## config.mk

```make
export PLATFORM = sky130hd
export DESIGN_NAME = avg_bram_streamer
export DESIGN_NICKNAME = d
export VERILOG_FILES = /design/src/rtl/avg_stream_pkg.sv /design/src/rtl/avg_skid_fifo.sv /design/src/rtl/avg_bram_streamer.sv
export SDC_FILE = /design/constraint.sdc
export NUM_CORES = 1
export LEC_CHECK = 0
export BUFFER_PORTS_ARGS = -buffer_cell sky130_fd_sc_hd__buf_2
export CAP_MARGIN = 10
export CELL_PAD_IN_SITES_DETAIL_PLACEMENT = 1
export CELL_PAD_IN_SITES_GLOBAL_PLACEMENT = 2
export CORE_MARGIN = 2
export CORE_UTILIZATION = 24
export DETAILED_ROUTE_END_ITERATION = 10
export PLACE_DENSITY = 0.56
export SLEW_MARGIN = 20
export SYNTH_ARGS = -nofsm -noshare
export SYNTH_HDL_FRONTEND = slang
export SYNTH_SLANG_ARGS = --single-unit
export TNS_END_PERCENT = 5
```

## constraint.sdc

```tcl
create_clock -name clk -period 4.2 [get_ports clk]
set_input_delay 0.21 -clock clk [delete_from_list [all_inputs] [get_ports clk]]
set_output_delay 0.21 -clock clk [all_outputs]
set_load 0.02 [all_outputs]
```

## src/rtl/avg_stream_pkg.sv

```systemverilog
// avg_stream_pkg: shared state type and sizing constants for the average-buffer streamer
package avg_stream_pkg;
  typedef enum logic [1:0] {IDLE, HDR, READ, DRAIN} state_t;
  localparam int FRAME_CNT_W = 16;
  localparam int SKID_DEPTH = 2;
endpackage

```

## src/rtl/avg_skid_fifo.sv

```systemverilog
// avg_skid_fifo: 2-entry FIFO whose head drives the stream outputs directly
module avg_skid_fifo
  import avg_stream_pkg::*;
#(
  parameter int W = 33
) (
  input  logic         clk,
  input  logic         resetn,
  input  logic         push,
  input  logic [W-1:0] din,
  input  logic         pop,
  output logic [W-1:0] dout,
  output logic         valid,
  output logic [1:0]   occ
);
  logic [W-1:0] mem_q [SKID_DEPTH];
  logic         wp_q, rp_q;
  logic [1:0]   cnt_q;
  always_ff @(posedge clk or negedge resetn) begin
    if (!resetn) begin
      mem_q <= '{default: '0};
      wp_q  <= 1'b0;
      rp_q  <= 1'b0;
      cnt_q <= 2'd0;
    end else begin
      if (push) begin
        mem_q[wp_q] <= din;
        wp_q        <= ~wp_q;
      end
      if (pop) rp_q <= ~rp_q;
      cnt_q <= cnt_q + {1'b0, push} - {1'b0, pop};
    end
  end
  assign dout  = mem_q[rp_q];
  assign valid = |cnt_q;
  assign occ   = cnt_q;
endmodule

```

## src/rtl/avg_bram_streamer.sv

```systemverilog
// avg_bram_streamer: reads the finished average buffer over BRAM port B and streams it as one AXI4-Stream packet.
// Define AVG_HEADER_EN to prefix each packet with a header word carrying the latched n_avg.
module avg_bram_streamer
  import avg_stream_pkg::*;
#(
  parameter int WIDTH      = 8,
  parameter int DATA_WIDTH = 32
) (
  input  logic                   clk,
  input  logic                   resetn,
  input  logic                   ready,
  input  logic [31-WIDTH:0]      n_avg,
  output logic [WIDTH+1:0]       bram_addr,
  output logic                   bram_en,
  input  logic [DATA_WIDTH-1:0]  bram_rddata,
  output logic [DATA_WIDTH-1:0]  m_axis_tdata,
  output logic                   m_axis_tvalid,
  input  logic                   m_axis_tready,
  output logic                   m_axis_tlast,
  output logic                   busy,
  output logic [FRAME_CNT_W-1:0] frame_cnt,
  output logic                   overrun,
  input  logic                   overrun_clr
);
  if (WIDTH < 2) begin : g_width_chk
    $error("avg_bram_streamer: WIDTH must be >= 2");
  end
`ifdef AVG_HEADER_EN
  localparam state_t START = HDR;
`else
  localparam state_t START = READ;
`endif
  state_t                 state_q;
  logic [WIDTH-1:0]       idx_q;
  logic [31-WIDTH:0]      n_avg_q;
  logic [FRAME_CNT_W-1:0] frame_cnt_q;
  logic                   ready_q, arm_q, busy_q, overrun_q, infl_q, infl_last_q;
  logic                   rise, trig, done, pop, issue, push, hdr_push;
  logic [1:0]             occ;
  logic [2:0]             lvl;
  logic [DATA_WIDTH:0]    push_data, head;
  // arm_q masks the first post-reset cycle so an already-high ready is not seen as an edge
  assign rise = ready & ~ready_q & arm_q;
  assign pop  = m_axis_tvalid & m_axis_tready;
  assign done = pop & m_axis_tlast;
  assign trig = rise & (~busy_q | done);
  // counting the beat leaving this cycle keeps 1 word/cycle without overfilling the FIFO
  assign lvl   = {1'b0, occ} + {2'b0, infl_q} - {2'b0, pop};
  assign issue = (state_q == READ) && (lvl < 3'(SKID_DEPTH));
`ifdef AVG_HEADER_EN
  assign hdr_push = (state_q == HDR);
`else
  assign hdr_push = 1'b0;
`endif
  assign push      = infl_q | hdr_push;
  assign push_data = infl_q ? {infl_last_q, bram_rddata} : {1'b0, DATA_WIDTH'(n_avg_q)};
  avg_skid_fifo #(.W(DATA_WIDTH + 1)) u_fifo (
    .clk   (clk),
    .resetn(resetn),
    .push  (push),
    .din   (push_data),
    .pop   (pop),
    .dout  (head),
    .valid (m_axis_tvalid),
    .occ   (occ)
  );
  always_ff @(posedge clk or negedge resetn) begin
    if (!resetn) begin
      state_q     <= IDLE;
      idx_q       <= '0;
      n_avg_q     <= '0;
      frame_cnt_q <= '0;
      ready_q     <= 1'b0;
      arm_q       <= 1'b0;
      busy_q      <= 1'b0;
      overrun_q   <= 1'b0;
      infl_q      <= 1'b0;
      infl_last_q <= 1'b0;
    end else begin
      ready_q     <= ready;
      arm_q       <= 1'b1;
      infl_q      <= issue;
      infl_last_q <= issue & (&idx_q);
      if (issue) idx_q <= idx_q + 1'b1;
      if (done) frame_cnt_q <= frame_cnt_q + 1'b1;
      overrun_q <= (rise & busy_q & ~done) ? 1'b1 : overrun_clr ? 1'b0 : overrun_q;
      if (trig) begin
        state_q <= START;
        n_avg_q <= n_avg;
        busy_q  <= 1'b1;
        idx_q   <= '0;
      end else begin
        if (done) busy_q <= 1'b0;
        state_q <= (state_q == HDR) ? READ :
                   (state_q == READ && issue && (&idx_q)) ? DRAIN :
                   (state_q == DRAIN && done) ? IDLE : state_q;
      end
    end
  end
  assign bram_en      = issue;
  assign bram_addr    = {idx_q, 2'b00};
  assign m_axis_tdata = head[DATA_WIDTH-1:0];
  assign m_axis_tlast = head[DATA_WIDTH];
  assign busy         = busy_q;
  assign frame_cnt    = frame_cnt_q;
  assign overrun      = overrun_q;
endmodule
```

==> reports/qor.txt <==
Outcome - finished with violations
Failing checks - design-rule violations, negative hold slack
Routed vias - 2843
Yosys warning total - 0
#FFs+latches synth - 102
Cell Area, Placed - 0.00517 mm²
Synth area leader - dfrtp_1
CP Launch Type - flip-flop
Post-DR wirelength/cell - 15.8 µm
Gr ovfl total - 0
Sequential fraction of the synthesis area - 57.4%
Core area - 0.0181 mm²
Hold WS - -0.0171 ns
Post-Syn Area - 0.00445 mm²
I/O pin total - 124
Reg2reg start - u_fifo.occ[1]$_DFF_PN0_
Syn Area/Cell - 14.0 µm²
Asr flop ratio synth - 100%
Vias/cell - 4.38
IO buf count - 97
P_sw - 1.52 mW
Final Cell Area - 0.00552 mm²
# DRC - 10
Final setup viols - 0
Chip width - 140 µm
Max_cap viols - 0
Critical Path Fanout Max - 6
VDD IR max - 234 µV
TritonRoute pass-1 iters - 7
CP arrival - 3.05 ns
Clk network pwr share - 21.7%
Clock latency on the worst-skew pair - 0.35 ns
Synth area leaders - dfrtp_1 (57%), mux2_2 (25%), xnor2_1 (3.2%)
CP Data Required Time - 4.46 ns
Max-slew headroom - 34.1%
Switching Fraction - 35.4%
Cells after DPL - 632
Clock sink count - 102
Pwr/cell area - 777 mW/mm²
Overall Power - 4.29 mW
Layout cell share with drive strength beyond 1 - 53.1%
Vias in the first global route - 3136
Final Max Slew Viols - 0
Crit. End Element - flip-flop
Final hold viol count - 32
CTS Buf Count - 9
H-tree level count - 3
Drt initial violations - 84
Layout filler cell count - 1987
Layout Skew - 0.00554 ns
Post-Route WL - 10200 µm
HP Class - input port to asynchronous set/reset pin
Register-to-register setup slack - 1.42 ns
Count leader, synth - dfrtp_1
CTS tree - done
RD Place Congestion - 0.762
Highest achievable clock rate - 359 MHz
Maximum root-to-sink buffer count - 2
Total GRT Usage - 11.0%
Synth top area share - 57.4%
Post-synthesis cell type count - 38
Number of flops mapped to enable cells by yosys - 0
Antenna-violating nets left - 0
HPWL Detailed - 6840 µm
Initial antenna violation count - 0
Layout area overhead - 24.1%
Worst slack, placed - 1.38 ns
Reg2reg path depth - 9
Worst-path clk slew - 0.07 ns
Period utilization - 66.3%
Most common flop cell mapped by yosys - dfrtp_1
Util after Layout - 30.5%
Row count - 49
Final setup margin - 1.42 ns
Min Tclk post-route - 2.78 ns
Leakage - 2.52 nW
Die area - 0.0196 mm²
Final cell count without fillers - 649
Int Power - 2.77 mW
Die Ht - 140 µm
Setup TNS - 0 ns
Crit path kind - flip-flop to flip-flop
Clock tree root buffer cell - clkbuf_16
Commonest cells post-synth - dfrtp_1 (102), mux2_2 (99), xnor2_1 (16), nor2_1 (11), nand2_1 (10)
Antenna diodes - 0
Seq pwr share - 36.7%
Worst slew pin tran - 0.985 ns
Nets - 480
Largest net degree at the start of global routing - 68
First-pass GRT wire length - 16800 µm
RR Endpoint - idx_q[6]$_DFFE_PN0P_
Post-CTS Resized - 0
Combinational power share - 41.6%
RSZ-0062 raised after global routing - no
Mapped Cells - 317
Starting Density - 24.6%
layout by cell type (no fill, tap or decap), types with 2 or more instances in the layout:
| cell type | count |
|---|---|
| dfrtp_1 | 101 |
| mux2_2 | 99 |
| buf_2 | 96 |
| xnor2_1 | 16 |
| nor2_1 | 11 |
| nand2_1 | 9 |
| clkbuf_16 | 9 |
| xor2_1 | 7 |
| nand3_1 | 7 |
| and3_1 | 6 |
| inv_1 | 5 |
| nand4_1 | 5 |
| buf_4 | 4 |
| nor4_1 | 3 |
| ha_1 | 3 |
| conb_1 | 3 |
| clkbuf_8 | 3 |
| nand3b_1 | 2 |
| nor2b_4 | 2 |
| o21ai_2 | 2 |
| a21oi_1 | 2 |
| a31oi_1 | 2 |
| a211oi_1 | 2 |
| and4_1 | 2 |
| bufinv_16 | 2 |
worst max-delay path: stages, from the launching register on:
cell and delay (ns):
dfrtp_1 0.47, nand2_1 0.10, mux2i_1 0.14, ha_1 0.16
inv_1 0.05, fa_1 0.50, nand3b_1 0.20, nor3b_1 0.67
a31oi_1 0.18, a211oi_1 0.23
registers in the layout, indices dropped and copies added (netlist names):
| register | flops |
|---|---|
| u_fifo.wp_q | 1 |
| infl_q | 1 |
| ready_q | 1 |
| state_q | 2 |
| frame_cnt | 16 |
| u_fifo.occ | 2 |
| u_fifo.rp_q | 1 |
| busy | 1 |
| u_fifo.mem_q | 66 |
| idx_q | 8 |
| overrun | 1 |
| arm_q | 1 |
| infl_last_q | 1 |
cells by family after synthesis:
family,count (synthesis),synth area share (%)
and+or+nand+nor,53,6.64
muxes,101,25.8
adders and majority gates,4,1.29
AOI/OAI and AO/OA,12,1.83
xor gates and xnor gates,23,4.53
other,2,0.169
DFF,102,57.4
buffers and inverters,20,2.31
worst max path at each step:
stage                            startpoint                     end  slack [ns]
finish              u_fifo.occ[1]$_DFF_PN0_    idx_q[6]$_DFFE_PN0P_        1.42
global route        u_fifo.occ[1]$_DFF_PN0_  state_q[0]$_DFFE_PN0P_        1.12
CTS                 u_fifo.occ[1]$_DFF_PN0_    idx_q[6]$_DFFE_PN0P_        1.36
detailed placement  u_fifo.occ[1]$_DFF_PN0_    idx_q[6]$_DFFE_PN0P_        1.38
global placement    u_fifo.occ[1]$_DFF_PN0_    idx_q[6]$_DFFE_PN0P_        1.47
floorplan           u_fifo.occ[1]$_DFF_PN0_    idx_q[6]$_DFFE_PN0P_        1.80
power by group through the flow:
stage	Clock (mW)	Combinational (mW)	Sequential [mW]
detailed placement	0	1.83	1.59
global placement	0	1.80	1.56
floorplan	0	1.31	1.54
CTS	0.974	1.83	1.58
finish	0.930	1.78	1.57
global route	1.02	1.94	1.63
cell type report:
cell class	instances	area [µm²]	share of cell area (%)
Sequential cell	102	2550	46.3
Multi-Input combinational cell	196	1800	32.7
Timing Repair Buffer	101	520	9.43
Tap cell	229	287	5.19
Clock buffer	13	270	4.90
Clock inverter	3	65.1	1.18
Inverter	5	18.8	0.340
routing by layer:
metal  vias up  part of all wire (%)  track usage [%]
met2        66                    48             17.4
met5         -                     0                0
met1      1461                    45             14.5
li1       1304                     -                -
met3        12                   5.3             2.56
met4         0                   1.9             4.78
repair_timing:
| item | CTS | global route |
|---|---|---|
| hold buffers | 1 | 0 |
| buffers inserted | 0 | 0 |
| hold endpoints to repair | 1 | 0 |
Power figures use the tool's default switching activity.
